--- config.mk ---
export PLATFORM = sky130hd
export DESIGN_NAME = sram_access_controller
export DESIGN_NICKNAME = d
export VERILOG_FILES = /design/src/rtl/sram_access_controller_pkg.sv /design/src/rtl/sram_access_controller_wait_counter.sv /design/src/rtl/sram_access_controller.sv
export SDC_FILE = /design/constraint.sdc
export NUM_CORES = 1
export LEC_CHECK = 0
export CORE_MARGIN = 2
export CORE_UTILIZATION = 42
export DETAILED_ROUTE_END_ITERATION = 10
export GPL_TIMING_DRIVEN = 0
export PLACE_DENSITY_LB_ADDON = 0.2
export REMOVE_ABC_BUFFERS = 1
export SYNTH_ARGS = -nofsm -noshare
export SYNTH_HDL_FRONTEND = slang
export SYNTH_SLANG_ARGS = --single-unit
--- constraint.sdc ---
create_clock -name clk -period 2.31 [get_ports clk]
set_input_delay 0.693 -clock clk [delete_from_list [all_inputs] [get_ports clk]]
set_output_delay 0.693 -clock clk [all_outputs]
set_load 0.005 [all_outputs]
--- src/rtl/sram_access_controller_pkg.sv ---
// Shared types and constants for the SRAM access controller: FSM state encoding,
// default address map and halfword select values.
package sram_access_controller_pkg;

  typedef enum logic [1:0] {
    StIdle,
    StLow,
    StHigh,
    StDone
  } sram_state_t;

  localparam logic [31:0] DefaultBaseAddr = 32'd1024;

  localparam logic HalfLow  = 1'b0;
  localparam logic HalfHigh = 1'b1;

  // Word index relative to the SRAM base; callers keep only the bits they can address.
  function automatic logic [31:0] word_offset(input logic [31:0] address,
                                              input logic [31:0] base);
    return (address - base) >> 2;
  endfunction

endpackage

--- src/rtl/sram_access_controller_wait_counter.sv ---
// Phase wait counter: counts 0..WAIT_CYCLES-1 and flags the terminal count.
// A synchronous clear reloads zero at the start of every halfword phase.
module sram_wait_counter #(
  parameter int unsigned WAIT_CYCLES = 2,
  parameter int unsigned CNT_W       = 1
) (
  input  logic             clk,
  input  logic             rst,
  input  logic             clr,
  input  logic             en,
  output logic [CNT_W-1:0] count,
  output logic [CNT_W-1:0] count_next,
  output logic             tc
);

  logic [CNT_W-1:0] count_q, count_d;

  always_comb begin
    count_d = count_q;
    if (clr) begin
      count_d = '0;
    end else if (en) begin
      count_d = count_q + CNT_W'(1);
    end
  end

  always_ff @(posedge clk) begin
    if (rst) begin
      count_q <= '0;
    end else begin
      count_q <= count_d;
    end
  end

  assign count      = count_q;
  assign count_next = count_d;
  assign tc         = (count_q == CNT_W'(WAIT_CYCLES - 1));

endmodule

--- src/rtl/sram_access_controller.sv ---
// Memory-stage controller: moves one 32-bit load/store over a 16-bit async SRAM
// as two timed halfword phases (low half first), holding the pipeline meanwhile.
module sram_access_controller
  import sram_access_controller_pkg::*;
#(
  parameter logic [31:0] BASE_ADDR   = DefaultBaseAddr,
  parameter int unsigned WAIT_CYCLES = 2,
  parameter int unsigned SRAM_ADDR_W = 18
) (
  input  logic                   clk,
  input  logic                   rst,
  input  logic                   rd_en,
  input  logic                   wr_en,
  input  logic [31:0]            address,
  input  logic [31:0]            write_data,
  output logic [31:0]            read_data,
  output logic                   ready,
  output logic [SRAM_ADDR_W-1:0] sram_addr,
  output logic [15:0]            sram_dq_out,
  input  logic [15:0]            sram_dq_in,
  output logic                   sram_dq_oe,
  output logic                   sram_we_n
);

  localparam int unsigned CntW  = (WAIT_CYCLES > 1) ? $clog2(WAIT_CYCLES) : 1;
  localparam int unsigned WordW = SRAM_ADDR_W - 1;
  localparam logic [CntW-1:0] CntLast = CntW'(WAIT_CYCLES - 1);

  sram_state_t state_q, state_d;

  logic             req;
  logic [31:0]      offset;
  logic [WordW-1:0] word_in;
  logic             unused_offset;

  logic             is_write_q;
  logic [WordW-1:0] word_q;
  logic [31:0]      wdata_q;
  logic [31:0]      read_data_q;

  logic             op_write;
  logic [WordW-1:0] op_word;
  logic [31:0]      op_wdata;

  logic [SRAM_ADDR_W-1:0] sram_addr_q, sram_addr_d;
  logic [15:0]            dq_out_q, dq_out_d;
  logic                   oe_q, oe_d;
  logic                   we_n_q, we_n_d;
  logic                   half;

  logic            cnt_clr, cnt_en, cnt_tc;
  logic [CntW-1:0] cnt, cnt_next;
  logic            capture_lo, capture_hi;

  assign req           = rd_en | wr_en;
  assign offset        = word_offset(address, BASE_ADDR);
  assign word_in       = offset[WordW-1:0];
  assign unused_offset = ^offset[31:WordW];

  // In IDLE the access being launched is described by the live pipeline inputs;
  // afterwards the latched copy keeps the access coherent even if the request drops.
  assign op_write = (state_q == StIdle) ? wr_en      : is_write_q;
  assign op_word  = (state_q == StIdle) ? word_in    : word_q;
  assign op_wdata = (state_q == StIdle) ? write_data : wdata_q;

  sram_wait_counter #(
    .WAIT_CYCLES (WAIT_CYCLES),
    .CNT_W       (CntW)
  ) u_wait_counter (
    .clk        (clk),
    .rst        (rst),
    .clr        (cnt_clr),
    .en         (cnt_en),
    .count      (cnt),
    .count_next (cnt_next),
    .tc         (cnt_tc)
  );

  always_comb begin
    state_d = state_q;
    cnt_clr = 1'b0;
    cnt_en  = 1'b0;
    ready   = 1'b0;
    unique case (state_q)
      StIdle: begin
        ready = !req;
        if (req) begin
          state_d = StLow;
          cnt_clr = 1'b1;
        end
      end
      StLow: begin
        if (cnt_tc) begin
          state_d = StHigh;
          cnt_clr = 1'b1;
        end else begin
          cnt_en = 1'b1;
        end
      end
      StHigh: begin
        if (cnt_tc) begin
          state_d = StDone;
          cnt_clr = 1'b1;
        end else begin
          cnt_en = 1'b1;
        end
      end
      StDone: begin
        ready   = 1'b1;
        state_d = StIdle;
      end
      default: state_d = StIdle;
    endcase
  end

  // Pin values are computed from the next state and registered, so the SRAM
  // strobe and bus enable come straight from flops and cannot glitch.
  always_comb begin
    sram_addr_d = sram_addr_q;
    dq_out_d    = dq_out_q;
    oe_d        = 1'b0;
    we_n_d      = 1'b1;
    half        = HalfLow;
    if (state_d == StLow || state_d == StHigh) begin
      half        = (state_d == StHigh) ? HalfHigh : HalfLow;
      sram_addr_d = {op_word, half};
      if (op_write) begin
        dq_out_d = (half == HalfHigh) ? op_wdata[31:16] : op_wdata[15:0];
        oe_d     = 1'b1;
        // Strobe released on the last wait cycle so data is held past we_n rising.
        we_n_d   = (cnt_next == CntLast);
      end
    end
  end

  assign capture_lo = (state_q == StLow)  && cnt_tc && !is_write_q;
  assign capture_hi = (state_q == StHigh) && cnt_tc && !is_write_q;

  always_ff @(posedge clk) begin
    if (rst) begin
      state_q     <= StIdle;
      is_write_q  <= 1'b0;
      word_q      <= '0;
      wdata_q     <= '0;
      read_data_q <= '0;
      sram_addr_q <= '0;
      dq_out_q    <= '0;
      oe_q        <= 1'b0;
      we_n_q      <= 1'b1;
    end else begin
      state_q     <= state_d;
      sram_addr_q <= sram_addr_d;
      dq_out_q    <= dq_out_d;
      oe_q        <= oe_d;
      we_n_q      <= we_n_d;
      if (state_q == StIdle) begin
        is_write_q <= wr_en;
        word_q     <= word_in;
        wdata_q    <= write_data;
      end
      if (capture_lo) begin
        read_data_q[15:0] <= sram_dq_in;
      end
      if (capture_hi) begin
        read_data_q[31:16] <= sram_dq_in;
      end
    end
  end

  assign read_data   = read_data_q;
  assign sram_addr   = sram_addr_q;
  assign sram_dq_out = dq_out_q;
  assign sram_dq_oe  = oe_q;
  assign sram_we_n   = we_n_q;

endmodule

# Yosys cells after proc, flatten, opt, wreduce, memory -nomap -nowiden
# Index checks and enable logic that the tools add are counted.
# classes
addsub,2
mul,0
div,0
n_lt_le_gt_ge,0
n_eq_ne,5
shift,0
muxes,18
bitwise,3
n_reduce_logical,12
# op_table
op,count
$mux 32,1
$sub 19x11->19 const B,1
$mux 17,1
$mux 16,1
$mux 1,9
$pmux 2 s4,1
$eq 2x2->1 const B,3
$mux 2,3
$eq 2x1->1 const B,2
$logic_and 1x1->1,4
$pmux 1 s2,2
$reduce_or 2->1,2
$reduce_or 3->1,1
$logic_not 1->1,2
$logic_not 2->1,1
$not 1->1,2
$reduce_and 2->1,1
$add 1x1->1 const B,1
$logic_or 1x1->1,1
$or 1x1->1,1
# totals
register_bits,121
latch_bits,0
ram_bits,0
mem_bits_ro,0
inputBits,84
out_inout_bits,69
word_cells,51
mem_count,0

# Longest topological paths before layout
# depth
word_depth,7
mapped_depth,15
mapped_depth_nobuf,9

# By module
# Synthesis repeated with hierarchy kept, for this count alone.
# unflattened
cells_unflattened,546
hier_area_um2,4723.3
# modules_own_cells
module,n_inst,cells_each,area_each_um2,seq_area_each_um2
sram_access_controller,1,541,4673.2,2402.3
sram_wait_counter,1,5,50.0,20.0

# Worst setup path after synthesis
# No wires, ideal clock.
# synth_timing
kind,flip-flop to flip-flop
start,register state_q[0]
end,"register dq_out_q[10], in the netlist sram_dq_out[10]"
setup_time_ps,132
arrival_ps,2408
required_time_ps,2178
path_slack_ps,-231
stages_incl_launch_ff,14
path_buffers,6
synth_period_minus_slack_ps,2541
cell_sequence,dfxtp_1 > inv_1 > ha_1 > buf_6 > buf_6 > buf_4 > o32ai_1 > ha_1 > clkbuf_8 > or2_1 > buf_4 > buf_6 > nand2_1 > a21oi_1
# synth_via
elab_chain_len,5
word_cells_on_any_way,16
classes_between,5 x eq/ne; 8 x mux; 3 x reduce/logical
# synth_lines
item,line_no,source
from (decl),sram_access_controller.sv:29,"sram_state_t state_q, state_d;"
from (signal assigned),sram_access_controller.sv:141,state_q <= StIdle;
from (signal assigned),sram_access_controller.sv:151,state_q <= state_d;
$eq 2x2->1 (tied with other cells),sram_access_controller.sv:84,unique case (state_q)
$pmux 2 s4,sram_access_controller.sv:84,
$eq 2x2->1 or $eq 2x1->1 (tied branches),"sram_access_controller.sv:124, sram_access_controller.sv:125",
$mux 1 or $logic_or 1x1->1 (tied branches),"sram_access_controller.sv:125, sram_access_controller.sv:124",
$mux 16 or $reduce_and 2->1 (tied branches),n/a,
to (signal assigned),sram_access_controller.sv:153,dq_out_q <= dq_out_d;
to (decl),sram_access_controller.sv:46,"logic [15:0] dq_out_q, dq_out_d;"
# Several ways; a longest one is shown, not always the timed one.
# A chain may end at the register's enable or synchronous reset.

# Worst setup path after layout
# layout_timing
start,register state_q[1]
end,output ready
# layout_via
elab_chain_len,2
word_cells_on_any_way,3
classes_between,1 x eq/ne; 1 x mux; 1 x reduce/logical
# layout_lines
item,line_no,source
$eq 2x2->1 or $logic_not 2->1 (tied branches),sram_access_controller.sv:84,
$pmux 1 s2 *,sram_access_controller.sv:84,
to (decl),sram_access_controller.sv:17,"output logic ready,"
# Every way passes the cells marked *; elsewhere a longest branch is shown, timed or not.

==> out/qor.txt <==
Largest stage delay, worst path = 0.35 ns
Synth Cell Area = 4780 µm²
Sequential share of the synthesized area = 0.507
Main flop type after synthesis = dfxtp_1
Initial antenna violation count = 0
Final ANT Viol Nets = 0
Die Width = 111 µm
Drt wl/cell = 14.2 µm
Ports = 153
DRC viols = 0
FF-to-FF Start = state_q[0]
Starting Density = 0.435
Placed wire-length estimate = 7170 µm
Area of the core = 11000 µm²
Max VDD drop = 0.583 mV
Cell variety after synth = 39
Crit path capture type = primary output
RSZ-0062 raised after global routing = true
Placed cell areas = 6120 µm²
Tcrit/Tclk final = 0.980
Iter 0 DRT Violations = 230
Max cap viols = 0
Post-Place Setup Slack = -1.50 ns
Post-Syn Instances = 542
Vias per inst = 4.96
H-tree levels = 4
Worst skew pair latency = 0.39 ns
Die Span Y = 111 µm
Die ar. = 12200 µm²
Reg2reg setup slack = 0.11 ns
Hold crit path type = flip-flop to flip-flop
Clock Tree Root = clkbuf_16
CP required = 1.62 ns
Critical Path Start = state_q[1]
Max Slew Vio Count = 0
Largest net degree at the start of global routing = 62
Worst rel slew slack = 0.553
TritonRoute pass-1 iters = 4
Slowest CP cell = dfxtp_2
Synth Register Bits = 121
Worst setup endpoint = ready
Reg clk slew, reported paths = 0.05 ns
Vias in the first global route = 3988
Design area = 6940 µm²
Post-synthesis average cell area = 8.81 µm²
Cell Pwr Density = 1080 nW/µm²
Vias = 4117
Synth async-reset ratio = 0
Row count = 38
R2R cell count = 8
First-pass GRT wire length = 19200 µm
Layout cell share with drive strength beyond 1 = 0.0957
Post-synth EDFFs = 0
Final-report hold violation count = 0
CTS tree = done
Worst Tran Pin Value = 0.670 ns
Crit path max fanout = 14
Crit Reg-Reg Endpoint = sram_addr[13]
Worst path cell trace = inv_2 > ha_4 > buf_16 > a21oi_2 > nor2_1 > dlygate4sd2_1
Total global routing overflow = 0
Fmax = 442 MHz
Leak = 2.81 nW
Area growth, synth to finish = 45.4%
CP arrival = 1.57 ns
Status = finished clean
ANT cells = 0
I/O Buffers = 137
Worst Skew = 0.00745 ns
Setup-failing EPs final = 0
Minimum clock period after layout = 2.26 ns
Total CTS buffers = 17
Synth warn = 0
Hold Buf Count CTS = 0
GRT Util Overall = 0.190
Final Net Count = 769
Worst setup margin = 0.0459 ns
Total wire length = 11800 µm
CP startpoint kind = flip-flop
WS Path Type = flip-flop to primary output
CTS sink cnt = 121
Clk buf depth = 2
Placer Congestion = 0.800
## per-stage QoR
stage          hold WS [ns]  total power, mW  setup TNS (ns)   util  std cells
2_1_floorplan         0.442             3.70         -102.21      -        505
3_3_place_gp          0.438             4.48         -301.23  0.552        782
3_5_place_dp          0.445             4.50          -43.84  0.557        784
4_1_cts               0.455             7.45               0  0.625        823
5_1_grt               0.473             7.91          -0.109  0.632        830
6_report              0.454             7.51               0  0.632        830
## power breakdown
| group | switching (mW) | total (mW) | internal (mW) |
|---|---|---|---|
| Sequential | 0.144 | 2.56 | 2.42 |
| Combinational | 1.07 | 2.30 | 1.23 |
| Clock | 0.880 | 2.64 | 1.77 |
## per-layer routing
metal  routed length, µm  global-route usage
met1                5320               0.232
met2                5600               0.315
met3                 729              0.0615
met4                 131              0.0675
met5                   0                   0
## cell usage in the layout, fill, tap and decap left out, types with 3 or more instances in the layout
cell | netlist | final
dlygate4sd2_1 | 0 | 3
mux2i_1 | 44 | 44
clkinv_2 | 0 | 3
a21oi_2 | 0 | 3
a211oi_1 | 4 | 4
nand3_1 | 17 | 17
dfxtp_1 | 121 | 119
buf_4 | 5 | 13
xor2_1 | 4 | 4
nor2_1 | 83 | 82
o21a_1 | 4 | 4
o22ai_1 | 3 | 3
nand2b_1 | 17 | 17
clkbuf_16 | 0 | 17
buf_12 | 0 | 3
a21oi_1 | 63 | 60
nor2b_1 | 4 | 4
a311oi_1 | 3 | 3
clkdlybuf4s50_1 | 0 | 133
bufinv_16 | 0 | 3
ha_1 | 6 | 3
clkbuf_8 | 5 | 3
nand2_1 | 108 | 108
## sequential cells by signal (all words and copies together), names as in the netlist
register,count
read_data,32
wdata_q,32
sram_addr,18
word_q,17
sram_dq_out,16
state_q,2
is_write_q,1
sram_dq_oe,1
sram_we_n,1
u_wait_counter.count,1
## area by class of cell
class / instances / area [µm²]
tap: 140 / 175
timing repair buffer: 155 / 1610
multi-input combinational: 380 / 2130
sequential: 121 / 2420
fill: 969 / 4040
clock buffer: 22 / 474
inverter: 4 / 15.0
clock inverter: 8 / 120
## critical path: cells and delay by family, from the launching register on
kind	cells	cell delay (ns)
buffers and inverters	3	0.50
DFF	1	0.35
adders and majority gates	1	0.18
AOI/OAI and AO/OA	1	0.12
and+or+nand+nor	1	0.04
## synth_stat cells (2+ instances only)
cell	n	area (µm²)
a211oi_1	4	30.0
a21oi_1	63	315
a311oi_1	3	26.3
and2_1	2	12.5
and3_1	2	12.5
buf_4	5	37.5
buf_6	7	78.8
clkbuf_1	17	63.8
clkbuf_2	2	10.0
clkbuf_8	5	68.8
dfxtp_1	121	2420
ha_1	6	75.1
inv_1	4	15.0
mux2i_1	44	440
nand2_1	108	405
nand2b_1	17	106
nand3_1	17	85.1
nor2_1	83	312
nor2b_1	4	25.0
o21a_1	4	30.0
o22ai_1	3	18.8
xor2_1	4	35.0
## cell families (layout without fill, tap and decap cells)
logic type / after synthesis / count (layout) / synth area share
compound gates: 83 / 83 / 0.0980
xor+xnor: 4 / 4 / 0.00733
fa+ha+maj: 6 / 6 / 0.0157
buf+inv: 41 / 189 / 0.0584
flops: 121 / 121 / 0.507
mux: 45 / 45 / 0.0969
simple gates: 242 / 242 / 0.216
## worst min path at each step
stage                          from               to  slack [ns]  depth (start not counted)
global placement     sram_dq_out[5]   sram_dq_out[5]        0.44                          2
floorplan            sram_dq_out[0]   sram_dq_out[0]        0.44                          2
CTS                    read_data[1]     read_data[1]        0.45                          2
global route           read_data[8]     read_data[8]        0.47                          2
finish                read_data[15]    read_data[15]        0.45                          2
detailed placement  sram_dq_out[11]  sram_dq_out[11]        0.45                          2
## timing repair
| item | CTS | global route |
|---|---|---|
| setup endpoints to repair | 37 | 27 |
| gates resized for setup | 11 | 8 |
| pin swaps | 4 | 6 |
| gates cloned | 2 | 0 |
| buffers inserted | 7 | 7 |
No activity file was read; power rests on OpenSTA's default activity.
